### src/rtl/alu_share_ctrl_if.sv
// Bundle of the two requester channels, the response channel and the ALU port
// of alu_share_ctrl. The slave modport is the controller side.
interface alu_share_ctrl_if;
  logic       r0_req;
  logic [2:0] r0_op;
  logic [3:0] r0_a;
  logic [3:0] r0_b;
  logic       r0_gnt;

  logic       r1_req;
  logic [2:0] r1_op;
  logic [3:0] r1_a;
  logic [3:0] r1_b;
  logic       r1_gnt;

  logic       rsp_valid;
  logic       rsp_ready;
  logic       rsp_id;
  logic [3:0] rsp_result;
  logic       rsp_ov;

  logic [3:0] alu_a;
  logic [3:0] alu_b;
  logic [1:0] alu_sel;
  logic       alu_binv;
  logic [3:0] alu_out;
  logic       alu_ov;

  modport master (
    output r0_req, r0_op, r0_a, r0_b,
    input  r0_gnt,
    output r1_req, r1_op, r1_a, r1_b,
    input  r1_gnt,
    input  rsp_valid, rsp_id, rsp_result, rsp_ov,
    output rsp_ready,
    input  alu_a, alu_b, alu_sel, alu_binv,
    output alu_out, alu_ov
  );

  modport slave (
    input  r0_req, r0_op, r0_a, r0_b,
    output r0_gnt,
    input  r1_req, r1_op, r1_a, r1_b,
    output r1_gnt,
    output rsp_valid, rsp_id, rsp_result, rsp_ov,
    input  rsp_ready,
    output alu_a, alu_b, alu_sel, alu_binv,
    input  alu_out, alu_ov
  );
endinterface

### src/rtl/alu_share_ctrl.sv
// Shares one combinational 4-bit ALU between two requesters: round-robin grant,
// registered ALU operands held for HOLD_CYCLES, then a valid/ready response.
module alu_share_ctrl #(
  parameter int unsigned HOLD_CYCLES = 1
) (
  input logic             clk,
  input logic             rst_n,
  alu_share_ctrl_if.slave bus
);

  typedef enum logic [1:0] {
    IDLE = 2'b00,
    EXEC = 2'b01,
    RESP = 2'b10
  } state_t;

  state_t     state, state_nxt;
  logic       ptr;
  logic       owner;
  logic [3:0] cnt;
  logic       gnt0, gnt1;

  logic [3:0] alu_a_q, alu_b_q;
  logic [1:0] alu_sel_q;
  logic       alu_binv_q;
  logic       rsp_valid_q, rsp_id_q, rsp_ov_q;
  logic [3:0] rsp_result_q;

  logic [2:0] win_op;
  logic [3:0] win_a, win_b;

  always_comb begin
    state_nxt = state;
    gnt0      = 1'b0;
    gnt1      = 1'b0;
    case (state)
      IDLE: begin
        // Contention goes to r0 when ptr=0, to r1 when ptr=1.
        if (bus.r0_req && (!bus.r1_req || !ptr)) gnt0 = 1'b1;
        else if (bus.r1_req)                     gnt1 = 1'b1;
        if (gnt0 || gnt1) state_nxt = EXEC;
      end
      EXEC:    if (cnt == '0) state_nxt = RESP;
      RESP:    if (bus.rsp_ready) state_nxt = IDLE;
      default: state_nxt = IDLE;
    endcase
  end

  always_ff @(posedge clk or negedge rst_n) begin
    if (!rst_n) state <= IDLE;
    else        state <= state_nxt;
  end

  assign win_op = gnt1 ? bus.r1_op : bus.r0_op;
  assign win_a  = gnt1 ? bus.r1_a  : bus.r0_a;
  assign win_b  = gnt1 ? bus.r1_b  : bus.r0_b;

  always_ff @(posedge clk or negedge rst_n) begin
    if (!rst_n) begin
      ptr          <= 1'b0;
      owner        <= 1'b0;
      cnt          <= '0;
      alu_a_q      <= '0;
      alu_b_q      <= '0;
      alu_sel_q    <= '0;
      alu_binv_q   <= 1'b0;
      rsp_valid_q  <= 1'b0;
      rsp_id_q     <= 1'b0;
      rsp_result_q <= '0;
      rsp_ov_q     <= 1'b0;
    end else begin
      case (state)
        IDLE: begin
          if (gnt0 || gnt1) begin
            alu_a_q    <= win_a;
            alu_b_q    <= win_b;
            alu_sel_q  <= win_op[1:0];
            alu_binv_q <= win_op[2] & (win_op[1:0] == 2'b00);
            owner      <= gnt1;
            ptr        <= ~gnt1;
            cnt        <= 4'(HOLD_CYCLES - 1);
          end
        end
        EXEC: begin
          if (cnt != '0) begin
            cnt <= cnt - 4'd1;
          end else begin
            rsp_result_q <= bus.alu_out;
            rsp_ov_q     <= bus.alu_ov & (alu_sel_q == 2'b00);
            rsp_id_q     <= owner;
            rsp_valid_q  <= 1'b1;
          end
        end
        RESP:    if (bus.rsp_ready) rsp_valid_q <= 1'b0;
        default: ;
      endcase
    end
  end

  // Grants are combinational, so they are gated with reset explicitly.
  assign bus.r0_gnt     = gnt0 & rst_n;
  assign bus.r1_gnt     = gnt1 & rst_n;
  assign bus.alu_a      = alu_a_q;
  assign bus.alu_b      = alu_b_q;
  assign bus.alu_sel    = alu_sel_q;
  assign bus.alu_binv   = alu_binv_q;
  assign bus.rsp_valid  = rsp_valid_q;
  assign bus.rsp_id     = rsp_id_q;
  assign bus.rsp_result = rsp_result_q;
  assign bus.rsp_ov     = rsp_ov_q;

endmodule

### src/flat_wrapper.sv
// flat-port wrapper written by rule: the top's interface ports become plain ports
module alu_share_ctrl_flat 
#(
  parameter int unsigned HOLD_CYCLES = 1
)
  (clk, rst_n, bus_r0_req, bus_r0_op, bus_r0_a, bus_r0_b, bus_r0_gnt, bus_r1_req, bus_r1_op, bus_r1_a, bus_r1_b, bus_r1_gnt, bus_rsp_valid, bus_rsp_id, bus_rsp_result, bus_rsp_ov, bus_rsp_ready, bus_alu_a, bus_alu_b, bus_alu_sel, bus_alu_binv, bus_alu_out, bus_alu_ov);
  alu_share_ctrl_if bus_i ();
  input logic clk;
  input logic rst_n;
  input wire logic [$bits(bus_i.r0_req)-1:0] bus_r0_req;
  input wire logic [$bits(bus_i.r0_op)-1:0] bus_r0_op;
  input wire logic [$bits(bus_i.r0_a)-1:0] bus_r0_a;
  input wire logic [$bits(bus_i.r0_b)-1:0] bus_r0_b;
  output wire logic [$bits(bus_i.r0_gnt)-1:0] bus_r0_gnt;
  input wire logic [$bits(bus_i.r1_req)-1:0] bus_r1_req;
  input wire logic [$bits(bus_i.r1_op)-1:0] bus_r1_op;
  input wire logic [$bits(bus_i.r1_a)-1:0] bus_r1_a;
  input wire logic [$bits(bus_i.r1_b)-1:0] bus_r1_b;
  output wire logic [$bits(bus_i.r1_gnt)-1:0] bus_r1_gnt;
  output wire logic [$bits(bus_i.rsp_valid)-1:0] bus_rsp_valid;
  output wire logic [$bits(bus_i.rsp_id)-1:0] bus_rsp_id;
  output wire logic [$bits(bus_i.rsp_result)-1:0] bus_rsp_result;
  output wire logic [$bits(bus_i.rsp_ov)-1:0] bus_rsp_ov;
  input wire logic [$bits(bus_i.rsp_ready)-1:0] bus_rsp_ready;
  output wire logic [$bits(bus_i.alu_a)-1:0] bus_alu_a;
  output wire logic [$bits(bus_i.alu_b)-1:0] bus_alu_b;
  output wire logic [$bits(bus_i.alu_sel)-1:0] bus_alu_sel;
  output wire logic [$bits(bus_i.alu_binv)-1:0] bus_alu_binv;
  input wire logic [$bits(bus_i.alu_out)-1:0] bus_alu_out;
  input wire logic [$bits(bus_i.alu_ov)-1:0] bus_alu_ov;
  assign bus_i.r0_req = bus_r0_req;
  assign bus_i.r0_op = bus_r0_op;
  assign bus_i.r0_a = bus_r0_a;
  assign bus_i.r0_b = bus_r0_b;
  assign bus_r0_gnt = bus_i.r0_gnt;
  assign bus_i.r1_req = bus_r1_req;
  assign bus_i.r1_op = bus_r1_op;
  assign bus_i.r1_a = bus_r1_a;
  assign bus_i.r1_b = bus_r1_b;
  assign bus_r1_gnt = bus_i.r1_gnt;
  assign bus_rsp_valid = bus_i.rsp_valid;
  assign bus_rsp_id = bus_i.rsp_id;
  assign bus_rsp_result = bus_i.rsp_result;
  assign bus_rsp_ov = bus_i.rsp_ov;
  assign bus_i.rsp_ready = bus_rsp_ready;
  assign bus_alu_a = bus_i.alu_a;
  assign bus_alu_b = bus_i.alu_b;
  assign bus_alu_sel = bus_i.alu_sel;
  assign bus_alu_binv = bus_i.alu_binv;
  assign bus_i.alu_out = bus_alu_out;
  assign bus_i.alu_ov = bus_alu_ov;
  alu_share_ctrl #(.HOLD_CYCLES(HOLD_CYCLES)) u_core (.clk(clk), .rst_n(rst_n), .bus(bus_i));
endmodule
### config.mk
export PLATFORM = sky130hd
export DESIGN_NAME = alu_share_ctrl_flat
export DESIGN_NICKNAME = d
export VERILOG_FILES = /design/src/rtl/alu_share_ctrl_if.sv /design/src/rtl/alu_share_ctrl.sv /design/src/flat_wrapper.sv
export SDC_FILE = /design/constraint.sdc
export NUM_CORES = 1
export LEC_CHECK = 0
export ABC_AREA = 1
export CORE_ASPECT_RATIO = 2
export CORE_UTILIZATION = 35
export CTS_BUF_LIST = sky130_fd_sc_hd__clkbuf_16
export DETAILED_ROUTE_END_ITERATION = 12
export PLACE_DENSITY = 0.68
export SLEW_MARGIN = 30
export SYNTH_ARGS = -nofsm -noshare
export SYNTH_HDL_FRONTEND = slang
export SYNTH_SLANG_ARGS = --single-unit
### constraint.sdc
create_clock -name clk -period 1.73 [get_ports clk]
set_input_delay 0.2595 -clock clk [delete_from_list [all_inputs] [get_ports clk]]
set_output_delay 0.2595 -clock clk [all_outputs]
set_load 0.05 [all_outputs]
==> impl_metrics.csv, run 1 <==
group,metric,value,unit
run_status,status,"finished clean",
logic_synthesis,synth.area.top_cells,"dfrtp_1, nand2_1, inv_1, nor2_1, o21ai_0",
worst_setup_path,rr_endpoint,"u_core.bus.alu_a[1]",
clocking,cts_tree,"built",
placed_design,placed_area,1764,um2
worst_setup_path,cp-start-kind,"register",
logic_synthesis,synth_top_family_by_area,"simple AND/OR/NAND/NOR gates",
worst_setup_path,crit_path_end_kind,"primary output",
floorplan,die_w,44.05,um
power_and_ir_drop,p_leak,0.8977,nW
logic_synthesis,synthFlopType,"dfrtp_1",
route,via_count,1137,
cells_and_area,finalInstanceArea,1846,um2
logic_synthesis,async_reset_ff_frac,1.000,
clocking,clock_path_buffers,2,
global_routing,gr-usage-met1,0.1865,
global_routing,grt_pass1_vias,1064,
placed_design,pre_cts_ws,64.81,ps
placed_design,hpwl,2330,um
logic_synthesis,ys_seq_area_frac,0.5258,
sta,maxSlewHeadroom,0.6759,
power_and_ir_drop,report.power.total,3.609,mW
worst_setup_path,critPathKind,"register to primary output",
sta,rsz0062_at_grt,"false",
route,remaining_drc_errors,0,
clocking,hold_buffers,0,
floorplan,start_util,0.3663,
clocking,clkLatencyLatePin,260,ps
placed_design,gp_congestion,0.7676,
clocking,numCtsBuffers,3,
floorplan,io_pins,52,
logic_synthesis,synth-simple-area-share,0.2882,
cells_and_area,fill_cells,330,
worst_setup_path,slowest_stage,"clkdlybuf4s50_1",
cells_and_area,final-seq-area,650.6,um2
global_routing,grtUsageMet2,0.2888,
worst_setup_path,worstPathArrival,1400,ps
clocking,postCtsSetupBuffers,0,
logic_synthesis,syn-num-nets,176,
floorplan,dieArea,3792,um2
worst_setup_path,critPathBufInv,1,
global_routing,track_usage,0.1635,
clocking,cts_resized,0,
floorplan,die_y,86.09,um
worst_setup_path,ff2ff_path_depth,6,
sta,worstMarginPinSlew,484.7,ps
floorplan,coreArea,3378,um2
sta,hold_viol,0,
route,finalWirelength,2921,um
logic_synthesis,synthMuxAreaShare,0,
power_and_ir_drop,ir_drop,0.7341,mV
global_routing,grt_max_degree,27,
global_routing,antenna_found_initial,0,
global_routing,grtUsageMet3,0.02316,
route,dr.pass1.iters,6,
logic_synthesis,synth_cells,143,
sta,finalCritPeriodShare,0.9573,
cells_and_area,nNetsFinal,233,
clocking,cts_sinks,26,
min_path,hold_path.class,"primary input to async pin",
power_and_ir_drop,power_density,1956,nW/um2
cells_and_area,drive_above_1_share,0.1960,
logic_synthesis,synth_warnings,0,
worst_setup_path,cp_num_cells,1,
global_routing,grt_pass1_wl,4671,um
sta,maxSlewViolCount,0,
sta,tns,0,ps
cells_and_area,syn2layout_area_growth,49.14,%
cells_and_area,multi_input_area,501.7,um2
placed_design,io_buffers,51,
route,drt_first_iter_violations,27,
logic_synthesis,synthXorXnorAreaFrac,0,
sta,skew,4.067,ps
worst_setup_path,critPathLaunch,"u_core.bus.alu_a[0]",
logic_synthesis,synth.top_cells.by_count,"nand2_1, dfrtp_1, inv_1, nor2_1, o21ai_0",
worst_setup_path,endpoint,"bus_alu_a[0]",
sta,fin_ws,73.80,ps
flow_run,cap_violations,0,
logic_synthesis,synth_fa_ha_area_frac,0.01011,
worst_setup_path,cp_top_family,"buffers and inverters",
logic_synthesis,synth-edff-count,0,
clocking,cts_root_buffer,"clkbuf_16",
worst_setup_path,crit_chain,"clkdlybuf4s50_1",
route,via_per_inst,4.922,
floorplan,rows,30,
logic_synthesis,synth_top_area_cell,"dfrtp_1",
worst_setup_path,r2r_setup_slack,280,ps
global_routing,top_usage_layer,"met2",
clocking,htreeDepth,1,
route,ant_nets,0,
logic_synthesis,synth_seq_cells,26,
global_routing,overflow,0,
logic_synthesis,yosysTopAreaCellShare,0.5258,
worst_setup_path,r2r-start,"u_core.state[0]",
logic_synthesis,ys_types,21,
logic_synthesis,syn-cell-area,1237,um2
worst_setup_path,required,1470,ps
route,routedWlPerCell,12.65,um
worst_setup_path,critPathMaxFanout,2,
logic_synthesis,yosysMostFrequentCell,"nand2_1",
logic_synthesis,synth_compound_area_frac,0.1031,
logic_synthesis,avgSynthCellArea,8.653,um2
worst_setup_path,slowest_delay,800,ps
sta,finalSetupViolations,0,
clocking,clk_pin_slew,60,ps
sta,fin_crit,1656,ps
cells_and_area,diodes,0,
sta,fmax,603.8,MHz
## area by class of cell
class,count,share of cell area
inverter,15,0.03051
sequential,26,0.3525
clock buffer,3,0.04068
timing repair buffer,55,0.2807
tap,32,0.02169
clock inverter,1,0.002034
multi-input combinational,99,0.2719
## power breakdown
| part | total, mW | switching [mW] | internal, mW |
|---|---|---|---|
| logic | 2.04 | 1.39 | 0.649 |
| registers | 1.07 | 0.173 | 0.896 |
| clock network | 0.504 | 0.195 | 0.309 |
## cells by family after synthesis
| family | Yosys count |
|---|---|
| AO/OA/AOI/OAI | 23 |
| adder cells (fa/ha/maj) | 1 |
| buffers and inverters | 18 |
| flip-flops | 26 |
| AND/OR/NAND/NOR | 75 |
## worst min-delay path by stage
| stage | startpoint | cells past startpoint | end |
|---|---|---|---|
| 2_1_floorplan | rst_n | 0 | u_core.bus.alu_a[0] |
| 3_5_place_dp | u_core.owner | 2 | u_core.bus.rsp_id |
| 4_1_cts | rst_n | 2 | u_core.cnt[1] |
| 3_3_place_gp | u_core.bus.rsp_result[0] | 2 | u_core.bus.rsp_result[0] |
| 5_1_grt | rst_n | 2 | u_core.cnt[1] |
| 6_report | rst_n | 2 | u_core.bus.alu_sel[1] |
## per-stage QoR
step,std cells,hold slack [ps],util
after floorplan,143,-36.09,-
after global placement,227,456.6,0.5222
after detailed placement,227,463.3,0.5222
after CTS,231,460.2,0.5456
after global routing,231,481.5,0.5463
final,231,446.6,0.5463
## registers in the layout (all words and copies together) (netlist names)
register / cells
u_core.bus.rsp_valid: 1
u_core.state: 2
u_core.bus.rsp_ov: 1
u_core.bus.alu_a: 4
u_core.ptr: 1
u_core.bus.alu_sel: 2
u_core.owner: 1
u_core.bus.alu_b: 4
u_core.bus.alu_binv: 1
u_core.cnt: 4
u_core.bus.rsp_result: 4
u_core.bus.rsp_id: 1
## placed cells by master, fill, tap and decap left out
cell type,instances
nand2_1,39
clkdlybuf4s50_1,32
dfrtp_1,26
buf_4,21
inv_1,14
nor2_1,12
o21ai_0,10
nand3_1,7
o21ai_1,7
nand4_1,4
nand3_2,3
clkbuf_16,3
nor2_4,2
nand2_2,2
nor2_2,2
nand2_4,2
a21oi_1,2
nor3_1,2
buf_12,2
inv_2,1
o31ai_1,1
o21a_1,1
o21bai_2,1
o22ai_1,1
ha_1,1
clkinv_1,1
## metal layers
layer	up-vias	wire [um]
met2	30	1634
li1	573	-
met1	529	1139
met5	-	0
met4	0	54
met3	5	92
Note: power is estimated with default switching activity, not from simulation.
==> inputs of run 2 (changes only) <==
--- a/config.mk
+++ b/config.mk
@@ -7,6 +7,7 @@
 export LEC_CHECK = 0
 export ABC_AREA = 1
 export CORE_ASPECT_RATIO = 2
+export CORE_MARGIN = 5
 export CORE_UTILIZATION = 35
 export CTS_BUF_LIST = sky130_fd_sc_hd__clkbuf_16
 export DETAILED_ROUTE_END_ITERATION = 12
==> impl_metrics.csv, run 2 (synthesis gave the netlist of run 1 again) <==
group,metric,value,unit
run_status,status,"finished clean",
cells_and_area,diodes,0,
cells_and_area,final-seq-area,650.6,um2
flow_run,cap_violations,0,
floorplan,dieArea,4897,um2
route,dr.pass1.iters,4,
sta,fin_ws,93.67,ps
route,drt-met1-wl,1176,um
worst_setup_path,required,1470,ps
sta,finalCritPeriodShare,0.9459,
cells_and_area,mostFrequentLayoutCell,"nand2_1",
placed_design,pre_cts_ws,39.77,ps
clocking,cts_sinks,26,
sta,maxSlewHeadroom,0.7799,
cells_and_area,post-route-util,0.5513,
floorplan,die_y,94.09,um
power_and_ir_drop,switching_share,0.4918,
power_and_ir_drop,power_frac_comb,0.566,
floorplan,start_util,0.3623,
global_routing,antenna_found_initial,0,
power_and_ir_drop,p_int,1.870,mW
floorplan,io_pins,52,
route,via_per_inst,4.799,
sta,hold_viol,0,
worst_setup_path,r2r_setup_slack,260,ps
route,maxUsedRoutingLayer,"met4",
worst_setup_path,worstPathArrival,1380,ps
sta,fmax,611.1,MHz
power_and_ir_drop,seq_power_share,0.294,
sta,maxSlewViolCount,0,
cells_and_area,nNetsFinal,235,
worst_setup_path,critPathMaxFanout,6,
worst_setup_path,r2r-start,"u_core.state[1]",
power_and_ir_drop,power.switching,1.810,mW
global_routing,grt_pass1_wl,5568,um
sta,fin_crit,1636,ps
route,routedWlPerCell,13.65,um
worst_setup_path,cp-start-kind,"register",
global_routing,track_usage,0.1500,
worst_setup_path,critPathKind,"register to primary output",
power_and_ir_drop,p_leak,0.9091,nW
cells_and_area,final_cell_mix,"nand2_1, clkdlybuf4s50_1, dfrtp_1",
global_routing,grt_pass1_vias,1287,
clocking,clk_pin_slew,60,ps
power_and_ir_drop,power_density,1954,nW/um2
cells_and_area,syn2layout_area_growth,52.17,%
route,ant_nets,0,
sta,worstMarginPinSlew,330.1,ps
clocking,numCtsBuffers,3,
cells_and_area,finalInstanceArea,1883,um2
clocking,cts_tree,"built",
route,remaining_drc_errors,0,
power_and_ir_drop,ir_drop,0.8615,mV
floorplan,die_w,52.05,um
route,drt_first_iter_violations,6,
floorplan,rows,30,
placed_design,gp_congestion,0.8320,
floorplan,coreArea,3416,um2
clocking,cts_root_buffer,"clkbuf_16",
cells_and_area,multi_input_area,506.7,um2
cells_and_area,fill_cells,307,
sta,skew,4.685,ps
clocking,clock_path_buffers,2,
global_routing,overflow,0,
sta,finalSetupViolations,0,
route,route.met3.wl,147,um
route,wl_met2,1971,um
placed_design,placed_area,1789,um2
min_path,hold_path.class,"primary input to async pin",
route,finalWirelength,3399,um
worst_setup_path,ff2ff_path_depth,6,
worst_setup_path,crit_path_end_kind,"primary output",
worst_setup_path,rr_endpoint,"u_core.bus.alu_a[0]",
cells_and_area,drive_above_1_share,0.2090,
placed_design,io_buffers,51,
clocking,htreeDepth,1,
clocking,clkLatencyLatePin,260,ps
placed_design,hpwl,2763,um
power_and_ir_drop,p_clk_frac,0.140,
route,via_count,1195,
global_routing,grt_max_degree,27,
run 2: worst max path at each step:
stage / start / to / slack (ps) / cells after the start
2_1_floorplan: u_core.state[0] / bus_r0_gnt / 110 / 3
3_3_place_gp: bus_r0_req / bus_r0_gnt / 150 / 4
3_5_place_dp: bus_r1_req / u_core.cnt[2] / 40 / 7
4_1_cts: u_core.state[0] / bus_r0_gnt / 10 / 4
5_1_grt: u_core.state[1] / bus_r0_gnt / -3 / 4
6_report: u_core.state[1] / bus_r0_gnt / 90 / 4
run 2: what timing repair did:
item / in CTS / in global routing
gates resized for setup: 0 / 2
setup buffers: 0 / 1
setup endpoints to repair: 0 / 1
hold buffers: 0 / 0
run 2: worst max-delay path: stages, from the launching register on:
cell	delay [ps]
dfrtp_1	430
nor2_4	220
nand3_2	170
nor2_4	140
buf_12	140
run 2: layout make-up:
cell class | count | share of cell area
well taps | 48 | 0.03189
repair buffers | 57 | 0.2817
multi-input cells | 99 | 0.2691
clock buffers | 3 | 0.03987
flip-flops and latches | 26 | 0.3455
clock inverters | 1 | 0.001993
inverters | 15 | 0.02990
run 2: power by group through the flow:
| stage | combinational [mW] | clock (mW) | sequential, mW |
|---|---|---|---|
| 6_report | 2.08 | 0.514 | 1.08 |
| 5_1_grt | 2.26 | 0.544 | 1.12 |
| 4_1_cts | 2.09 | 0.518 | 1.08 |
| 3_5_place_dp | 2.08 | 0 | 1.09 |
| 3_3_place_gp | 2.02 | 0 | 1.08 |
| 2_1_floorplan | 0.772 | 0 | 1.74 |
run 2: through the flow:
step / power [mW] / hold WS (ps) / setup TNS (ps) / instances
after floorplan: 2.514 / -36.09 / 0 / 143
after detailed placement: 3.169 / 460.3 / 0 / 244
after global placement: 3.101 / 455.2 / 0 / 244
after CTS: 3.688 / 408.4 / 0 / 248
final: 3.680 / 396.0 / 0 / 249
after global routing: 3.922 / 439.5 / -3.285 / 249
run 2: routing by layer:
metal  track usage  up-vias
met4       0.08096        0
met1        0.1444      571
met3       0.02385        9
met5             0        -
met2        0.2847       37
li1              -      578
